$ cat src/rtl/idt_vector_sequencer_if.sv
// Stimulus/response bus between a run controller and idt_vector_sequencer.
// master drives run control and DUT response; slave is the sequencer.
interface idt_vector_sequencer_if #(
  parameter int IN_W  = 86,
  parameter int Y_W   = 81,
  parameter int IDX_W = 16
) ();
  logic             start;
  logic             abort;
  logic [IN_W-1:0]  seed;
  logic [Y_W-1:0]   golden;
  logic [IN_W-1:0]  stim;
  logic [Y_W-1:0]   y;
  logic             busy;
  logic             done;
  logic             pass;
  logic [Y_W-1:0]   sig;
  logic [IDX_W-1:0] vec_idx;

  modport master (
    output start, abort, seed, golden, y,
    input  stim, busy, done, pass, sig, vec_idx
  );

  modport slave (
    input  start, abort, seed, golden, y,
    output stim, busy, done, pass, sig, vec_idx
  );
endinterface

$ cat src/rtl/idt_vector_sequencer.sv
// Drives a zero vector then LFSR vectors into a DUT and compacts its responses
// into a MISR signature checked against golden. IDT_TRACE_EN adds a capture trace.
module idt_vector_sequencer #(
  parameter int IN_W     = 86,
  parameter int Y_W      = 81,
  parameter int NUM_VEC  = 22,
  parameter int HOLD_CYC = 2,
  parameter int IDX_W    = 16
) (
  input  logic                  clk,
  input  logic                  rst_n,
  idt_vector_sequencer_if.slave bus
`ifdef IDT_TRACE_EN
  ,
  output logic                  trace_valid,
  output logic [Y_W-1:0]        trace_data
`endif
);

  typedef enum logic [1:0] {
    IDLE = 2'd0,
    LOAD = 2'd1,
    HOLD = 2'd2,
    DONE = 2'd3
  } state_t;

  localparam logic [7:0]       HOLD_LAST = 8'(HOLD_CYC - 1);
  localparam logic [IDX_W-1:0] VEC_LAST  = IDX_W'(NUM_VEC - 1);

  function automatic logic [IN_W-1:0] lfsr_next(input logic [IN_W-1:0] l);
    logic fb;
    fb = l[IN_W-1] ^ l[IN_W/2] ^ l[0];
    return {l[IN_W-2:0], fb};
  endfunction

  function automatic logic [Y_W-1:0] misr_next(input logic [Y_W-1:0] s, input logic [Y_W-1:0] d);
    return {s[Y_W-2:0], s[Y_W-1]} ^ d;
  endfunction

  state_t           state_r;
  logic [IN_W-1:0]  lfsr_r;
  logic [IN_W-1:0]  stim_r;
  logic [Y_W-1:0]   sig_r;
  logic [IDX_W-1:0] vec_idx_r;
  logic [7:0]       hold_cnt_r;
  logic             busy_r;
  logic             done_r;
  logic             pass_r;

  logic             capture_s;
  logic [Y_W-1:0]   sig_next_s;
  logic [IN_W-1:0]  seed_fix_s;

  // Capture strobe, next signature and zero-seed substitution.
  always_comb begin
    capture_s  = (state_r == HOLD) && (hold_cnt_r == HOLD_LAST);
    sig_next_s = misr_next(sig_r, bus.y);
    if (bus.seed == {IN_W{1'b0}}) begin
      seed_fix_s = IN_W'(1'b1);
    end else begin
      seed_fix_s = bus.seed;
    end
  end

  // Run FSM with all outputs registered; abort overrides every other event.
  always_ff @(posedge clk or negedge rst_n) begin
    if (!rst_n) begin
      state_r    <= IDLE;
      lfsr_r     <= {IN_W{1'b0}};
      stim_r     <= {IN_W{1'b0}};
      sig_r      <= {Y_W{1'b0}};
      vec_idx_r  <= {IDX_W{1'b0}};
      hold_cnt_r <= 8'd0;
      busy_r     <= 1'b0;
      done_r     <= 1'b0;
      pass_r     <= 1'b0;
    end else if (bus.abort) begin
      state_r <= IDLE;
      busy_r  <= 1'b0;
      done_r  <= 1'b0;
      pass_r  <= 1'b0;
    end else begin
      case (state_r)
        IDLE, DONE: begin
          if (bus.start) begin
            state_r <= LOAD;
            lfsr_r  <= seed_fix_s;
            busy_r  <= 1'b1;
            done_r  <= 1'b0;
            pass_r  <= 1'b0;
          end
        end
        LOAD: begin
          stim_r     <= {IN_W{1'b0}};
          vec_idx_r  <= {IDX_W{1'b0}};
          sig_r      <= {Y_W{1'b0}};
          hold_cnt_r <= 8'd0;
          state_r    <= HOLD;
        end
        HOLD: begin
          if (capture_s) begin
            sig_r <= sig_next_s;
            if (vec_idx_r == VEC_LAST) begin
              state_r <= DONE;
              busy_r  <= 1'b0;
              done_r  <= 1'b1;
              pass_r  <= (sig_next_s == bus.golden);
            end else begin
              stim_r     <= lfsr_r;
              lfsr_r     <= lfsr_next(lfsr_r);
              vec_idx_r  <= vec_idx_r + IDX_W'(1'b1);
              hold_cnt_r <= 8'd0;
            end
          end else begin
            hold_cnt_r <= hold_cnt_r + 8'd1;
          end
        end
        default: begin
          state_r <= IDLE;
          busy_r  <= 1'b0;
          done_r  <= 1'b0;
          pass_r  <= 1'b0;
        end
      endcase
    end
  end

`ifdef IDT_TRACE_EN
  // Trace strobe and data appear together the clock after each capture.
  always_ff @(posedge clk or negedge rst_n) begin
    if (!rst_n) begin
      trace_valid <= 1'b0;
      trace_data  <= {Y_W{1'b0}};
    end else if (bus.abort) begin
      trace_valid <= 1'b0;
    end else begin
      trace_valid <= capture_s;
      if (capture_s) begin
        trace_data <= bus.y;
      end
    end
  end
`endif

  assign bus.stim    = stim_r;
  assign bus.sig     = sig_r;
  assign bus.vec_idx = vec_idx_r;
  assign bus.busy    = busy_r;
  assign bus.done    = done_r;
  assign bus.pass    = pass_r;

endmodule

$ cat src/flat_wrapper.sv
// flat-port wrapper written by rule: the top's interface ports become plain ports
module idt_vector_sequencer_flat 
#(
  parameter int IN_W     = 86,
  parameter int Y_W      = 81,
  parameter int NUM_VEC  = 22,
  parameter int HOLD_CYC = 2,
  parameter int IDX_W    = 16
)
  (clk, rst_n, bus_start, bus_abort, bus_seed, bus_golden, bus_y, bus_stim, bus_busy, bus_done, bus_pass, bus_sig, bus_vec_idx);
  idt_vector_sequencer_if #(.IN_W(IN_W), .Y_W(Y_W), .IDX_W(IDX_W)) bus_i ();
  input  logic clk;
  input  logic rst_n;
  input wire logic [$bits(bus_i.start)-1:0] bus_start;
  input wire logic [$bits(bus_i.abort)-1:0] bus_abort;
  input wire logic [$bits(bus_i.seed)-1:0] bus_seed;
  input wire logic [$bits(bus_i.golden)-1:0] bus_golden;
  input wire logic [$bits(bus_i.y)-1:0] bus_y;
  output wire logic [$bits(bus_i.stim)-1:0] bus_stim;
  output wire logic [$bits(bus_i.busy)-1:0] bus_busy;
  output wire logic [$bits(bus_i.done)-1:0] bus_done;
  output wire logic [$bits(bus_i.pass)-1:0] bus_pass;
  output wire logic [$bits(bus_i.sig)-1:0] bus_sig;
  output wire logic [$bits(bus_i.vec_idx)-1:0] bus_vec_idx;
  assign bus_i.start = bus_start;
  assign bus_i.abort = bus_abort;
  assign bus_i.seed = bus_seed;
  assign bus_i.golden = bus_golden;
  assign bus_i.y = bus_y;
  assign bus_stim = bus_i.stim;
  assign bus_busy = bus_i.busy;
  assign bus_done = bus_i.done;
  assign bus_pass = bus_i.pass;
  assign bus_sig = bus_i.sig;
  assign bus_vec_idx = bus_i.vec_idx;
  idt_vector_sequencer #(.IN_W(IN_W), .Y_W(Y_W), .NUM_VEC(NUM_VEC), .HOLD_CYC(HOLD_CYC), .IDX_W(IDX_W)) u_core (.clk(clk), .rst_n(rst_n), .bus(bus_i));
endmodule
$ cat config.mk
export PLATFORM = sky130hd
export DESIGN_NAME = idt_vector_sequencer_flat
export DESIGN_NICKNAME = d
export VERILOG_FILES = /design/src/rtl/idt_vector_sequencer_if.sv /design/src/rtl/idt_vector_sequencer.sv /design/src/flat_wrapper.sv
export SDC_FILE = /design/constraint.sdc
export NUM_CORES = 1
export LEC_CHECK = 0
export BUFFER_PORTS_ARGS = -buffer_cell sky130_fd_sc_hd__buf_2
export CAP_MARGIN = 20
export CORE_MARGIN = 5
export CORE_UTILIZATION = 55
export DETAILED_ROUTE_END_ITERATION = 6
export GPL_ROUTABILITY_DRIVEN = 0
export HOLD_SLACK_MARGIN = 0.02
export PLACE_DENSITY = 0.91
export SLEW_MARGIN = 5
export SYNTH_ARGS = -nofsm -noshare
export SYNTH_HDL_FRONTEND = slang
export SYNTH_SLANG_ARGS = --single-unit
export TNS_END_PERCENT = 100
$ cat constraint.sdc
create_clock -name clk -period 6.6 [get_ports clk]
set_clock_uncertainty 0.2 [all_clocks]
set_input_delay 0.66 -clock clk [delete_from_list [all_inputs] [get_ports clk]]
set_output_delay 0.66 -clock clk [all_outputs]
set_load 0.02 [all_outputs]
==> flow_summary.toml, run 1 <==
[worst_setup_path]
r2r-start = "u_core.hold_cnt_r[1]"
rr_worst_depth = 8
crit_chain = "inv_1, ha_1, or4b_4, o41ai_4, and3_4, buf_4, nor2_1, a31oi_1"
required_ns = 6.85
startpoint_type = "flop"
crit_family = "simple AND/OR/NAND/NOR gates"
worstSetupEndpointType = "flop"
critPathSlowestCell = "and3_4"
worstPathMaxFanout = 88
timing.rr.end = "u_core.lfsr_r[26]"
crit_type = "reg2reg"
max_stage_delay_ns = 0.94
crit_arrival_ns = 4.49
ff2ff_setup_slack_ns = 2.36
path_buf_inv = 2

[synthesis]
synth_nets = 1670
synth_top_cell_by_area = "dfrtp_1"
yosys_warnings = 0
synth_xor_area_frac = 0.163
synth.mux.area_fraction = 0.000723
synthTopCellsByArea = "dfrtp_1, nand2_1, xnor3_1, xnor2_1, a31oi_1"
synth_edf_count = 0
netlist_area_mm2 = 0.0138
synth_cell_types = 44
synthArstFlopShare = 1.00
synth_compound_area_frac = 0.124
synthFlopType = "dfrtp_1"
ys_ff_latch = 282
synth_top_family_by_area = "simple AND/OR/NAND/NOR gates"
synth_top_area_frac = 0.510
synth-seq-area-share = 0.510
synth_area_per_cell_um2 = 9.80
syn-instance-count = 1412
synthSimpleGateAreaFrac = 0.170
synth-adder-area-share = 0.00543

[global_routing]
antenna_found_initial = 20
grt.overflow.total = 0
grt_max_degree = 200
grt_pass1_wl_um = 71500
grt_usage = 0.318
grt_pass1_vias = 12836

[cts]
cts_tree = "yes"
cts_max_level = 1
hold_buffers = 1
clkSinkCount = 282
clkLatencyLatePin_ns = 0.55
cts-resized-gates = 0
root_buffer = "clkbuf_16"
numCtsBuffers = 29
post_cts_buffers = 0
path_clk_slew_ns = 0.06
clock_path_buffers = 3

[flow_run]
drv_cap = 0

[finish]
post-route-util = 0.689
final_cell_mix = "buf_2, nand2_1, dfrtp_1, xnor2_1, o21ai_0"
synthToLayoutAreaGrowth_pct = 24.3
instances_no_fill = 2177
drive_above_1_share = 0.271
final_nets = 2067
final_common_cell = "buf_2"

[placement]
dp.cells = 2106
portBuffers = 437
place_hpwl_um = 34600

[timing]
fmax_mhz = 236
finalHoldViolCount = 0
finalMaxSlewViolations = 0
slew_headroom = 0.288
final.period_utilization = 0.642
worstMarginPinSlew_ns = 1.07
fin_crit_ns = 4.24
rsz0062_at_grt = "no"
setup_viol_count_final = 0
setup_tns_ns = 0

[detailed_routing]
num_vias = 12988
antenna_left = 0
drc_errors = 0
viasPerCell = 5.97
avgRoutedWirePerCell_um = 21.7
wl_um = 47200
dr.pass1.iters = 7
first_iter_violations = 1618

[status]
status = "finished, final reports clean"

[pwr]
power_density_mw_per_mm2 = 348
power_w = 0.00600
vdd.ir_drop.worst_mv = 0.242
p_leak_nw = 8.27

[min_path]
hp-class = "in2reg"
whs_endpoint = "u_core.lfsr_r[60]"
min_from = "bus_seed[60]"
worstHoldPathCells = 3

[floorplan]
die_h_um = 169
core_mm2 = 0.0250
fp.dieArea_mm2 = 0.0284
initial_core_util = 0.554
io_pins = 438
rows = 58
die_w_um = 169
[routing by layer]
layer / GRT usage / wire length (µm) / part of all wire / up-vias
li1: - / - / - / 5676
met1: 0.387 / 16400 / 0.35 / 6209
met2: 0.536 / 23000 / 0.49 / 902
met3: 0.0757 / 4890 / 0.10 / 199
met4: 0.158 / 2900 / 0.061 / 2
met5: 0 / 13 / 0.00028 / -
[synth_stat cells, types with 3 or more instances]
cell,n
or4_1,4
nor2_1,99
clkbuf_1,63
a31oi_1,84
xor2_1,6
inv_1,10
and3_1,4
xnor3_1,56
nand3_1,6
buf_2,17
a21oi_1,15
ha_1,6
o2111ai_1,3
o31ai_1,6
o21ai_0,103
nor3_1,5
nor4_1,32
o21ai_1,85
nand4_1,28
nand2_1,353
o21a_1,3
dfrtp_1,282
xnor2_1,107
or3_1,11
[worst max-delay path by stage]
stage,startpoint,end,slack [ns],cells after the start
4_1_cts,u_core.hold_cnt_r[1],u_core.lfsr_r[11],2.44,8
3_3_place_gp,u_core.hold_cnt_r[1],u_core.lfsr_r[17],2.82,7
3_5_place_dp,u_core.hold_cnt_r[1],u_core.lfsr_r[26],2.50,8
2_1_floorplan,u_core.hold_cnt_r[1],u_core.bus.vec_idx[14],4.05,8
6_report,u_core.hold_cnt_r[1],u_core.lfsr_r[26],2.36,8
5_1_grt,u_core.hold_cnt_r[1],u_core.lfsr_r[11],2.18,8
[cell families after synthesis]
| family | Yosys count |
|---|---|
| simple gates | 555 |
| xor+xnor | 169 |
| compound gates | 307 |
| fa+ha+maj | 6 |
| flops | 282 |
| mux | 1 |
| buf+inv | 92 |
[cell type report]
type,instances,area [µm²]
inverter,11,41.3
antenna,19,47.5
sequential,282,7060
fill,1774,7760
multi-input combinational,1038,6440
clock inverter,7,68.8
timing repair buffer,447,2310
tap,330,413
clock buffer,43,828
[through the flow]
stage               hold WS (ns)  instance area (µm²)  worst slack (ns)
CTS                        0.165                17100              2.44
global placement           0.256                16200              2.82
floorplan                  0.164                13800              4.05
detailed placement         0.265                16200              2.50
global route               0.182                17200              2.18
finish                     0.191                17200              2.36
[registers in the layout, summed over array words and instances, names as in the netlist]
register	flops
u_core.state_r	2
u_core.bus.pass	1
u_core.hold_cnt_r	8
u_core.bus.vec_idx	16
u_core.bus.done	1
u_core.bus.stim	86
u_core.lfsr_r	86
u_core.bus.busy	1
u_core.bus.sig	81
[worst min-delay path, cell delays in order]
cell and delay, ns:
buf_2 0.10, nand2_1 0.06, a31oi_1 0.07
[where the power goes]
part           total (W)  internal, W  switching [W]
Clock            0.00159     0.000901       0.000684
Sequential       0.00245      0.00215       0.000308
Combinational    0.00195     0.000696        0.00126
Power figures use the tool's default switching activity.
==> run 2, diff against run 1 <==
CORE_UTILIZATION = 52   (was 55)
PLACE_DENSITY = 0.87   (was 0.91)
clock period = 3.94 ns   (was 6.6 ns; I/O delays follow)
==> run 2 against run 1 <==
- cell count grew 7.9%
- non-clock buffer count grew 166
- largest power group unchanged
- core utilization grew 3.6 points
- total power grew 75%
- highest routed layer unchanged
- global-route usage grew 4.6 points
==> flow_summary.toml, run 2 (synthesized netlist as in run 1, its figures left out) <==
[flow_run]
drv_cap = 0

[worst_setup_path]
worstPathMaxFanout = 89
worstSetupEndpointType = "flop"
crit_arrival_ns = 3.86
crit_type = "reg2reg"
startpoint_type = "flop"
required_ns = 4.14

[global_routing]
grt.overflow.total = 0
grt_max_degree = 180
antenna_found_initial = 20
grt_usage = 0.364
grt_pass1_wl_um = 85800
grt_pass1_vias = 14848

[placement]
place_hpwl_um = 34300
dp.cells = 2116
portBuffers = 437
dpl_cell_area_mm2 = 0.0163

[floorplan]
fp.dieArea_mm2 = 0.0300
io_pins = 438
die_h_um = 173
initial_core_util = 0.529
die_w_um = 173
rows = 59
core_mm2 = 0.0261

[cts]
numCtsBuffers = 30
cts-resized-gates = 0
clkSinkCount = 282
root_buffer = "clkbuf_16"
hold_buffers = 163
cts_max_level = 1
path_clk_slew_ns = 0.07
clkLatencyLatePin_ns = 0.58
post_cts_buffers = 0
cts_tree = "yes"
clock_path_buffers = 3

[detailed_routing]
dr.pass1.iters = 6
avgRoutedWirePerCell_um = 24.1
drc_errors = 0
antenna_left = 0
wl_um = 56500
num_vias = 14476
viasPerCell = 6.16
first_iter_violations = 1902

[min_path]
hp-class = "in2reg"

[timing]
setup_tns_ns = 0
fmax_mhz = 274
slew_headroom = 0.375
final.period_utilization = 0.928
fin_crit_ns = 3.66
finalHoldViolCount = 0
whs_ns = 0.0164
setup_viol_count_final = 0
finalMaxSlewViolations = 0
worstMarginPinSlew_ns = 0.937
rsz0062_at_grt = "no"

[status]
status = "finished, final reports clean"

[finish]
fin_area_mm2 = 0.0190
final_cell_mix = "buf_2, nand2_1, dfrtp_1, dlygate4sd3_1, xnor2_1"
synthToLayoutAreaGrowth_pct = 37.0
final_common_cell = "buf_2"
fillCellCount = 1660
drive_above_1_share = 0.253
instances_no_fill = 2349
final_nets = 2234
multi_input_comb_area_mm2 = 0.00644
regArea_mm2 = 0.00706

[pwr]
power_density_mw_per_mm2 = 555
vdd.ir_drop.worst_mv = 0.436
power_w = 0.0105
p_leak_nw = 9.02
[run 2: changes by cell type in the layout (fill, tap and decap cells not counted), sizes merged]
cell,before,now
dlygate4sd3,1,163
buf,446,450
clkbuf,43,47
clkinv,3,6
diode,19,16
bufinv,1,0
clkinvlp,2,1
inv,12,11
[run 2: per-stage QoR]
step	setup WS [ns]	util
after CTS	0.680	0.724
after global placement	0.858	0.624
after detailed placement	0.680	0.624
after global routing	0.136	0.725
final	0.285	0.725
after floorplan	1.39	-
[run 2: report_power, final]
part	leakage, nW	total, W	switching (W)	internal (W)
combinational	4.88	0.00355	0.00227	0.00128
clock	0.481	0.00280	0.00121	0.00159
sequential	3.65	0.00416	0.000563	0.00360
[run 2: path summary, 6_finish.rpt]
| kind | start | end | slack (ns) | depth (start not counted) |
|---|---|---|---|---|
| worst min register to register | u_core.bus.stim[52] | u_core.bus.stim[52] | 0.28 | 2 |
| worst min-delay path | bus_y[40] | u_core.bus.sig[40] | 0.02 | 3 |
| max in group asynchronous | rst_n | u_core.lfsr_r[17] | 2.25 | 3 |
| worst max register to register | u_core.hold_cnt_r[1] | u_core.lfsr_r[28] | 0.28 | 9 |
| worst max-delay path | u_core.hold_cnt_r[1] | u_core.lfsr_r[28] | 0.28 | 9 |
| min in group asynchronous | rst_n | u_core.bus.vec_idx[10] | 0.29 | 2 |
[run 2: final cells by class]
| class | count | share of cell area |
|---|---|---|
| inverters | 11 | 0.00218 |
| flip-flops and latches | 282 | 0.372 |
| diodes | 16 | 0.00211 |
| well taps | 335 | 0.0221 |
| clock inverters | 7 | 0.00330 |
| clock buffers | 47 | 0.0483 |
| repair buffers | 613 | 0.210 |
| multi-input cells | 1038 | 0.340 |
[run 2: per-layer routing]
| layer | global-route usage | wire, µm |
|---|---|---|
| met1 | 0.405 | 18500 |
| met2 | 0.589 | 26100 |
| met3 | 0.106 | 6390 |
| met4 | 0.282 | 5460 |
| met5 | 0 | 57 |
[run 2: critical path: stages (launching register included)]
cell	delay, ns
dfrtp_1	0.42
inv_1	0.07
ha_1	0.14
or4b_4	0.48
o41ai_4	0.45
buf_4	0.25
and3_4	0.51
buf_12	0.39
nor2_1	0.07
a31oi_1	0.48
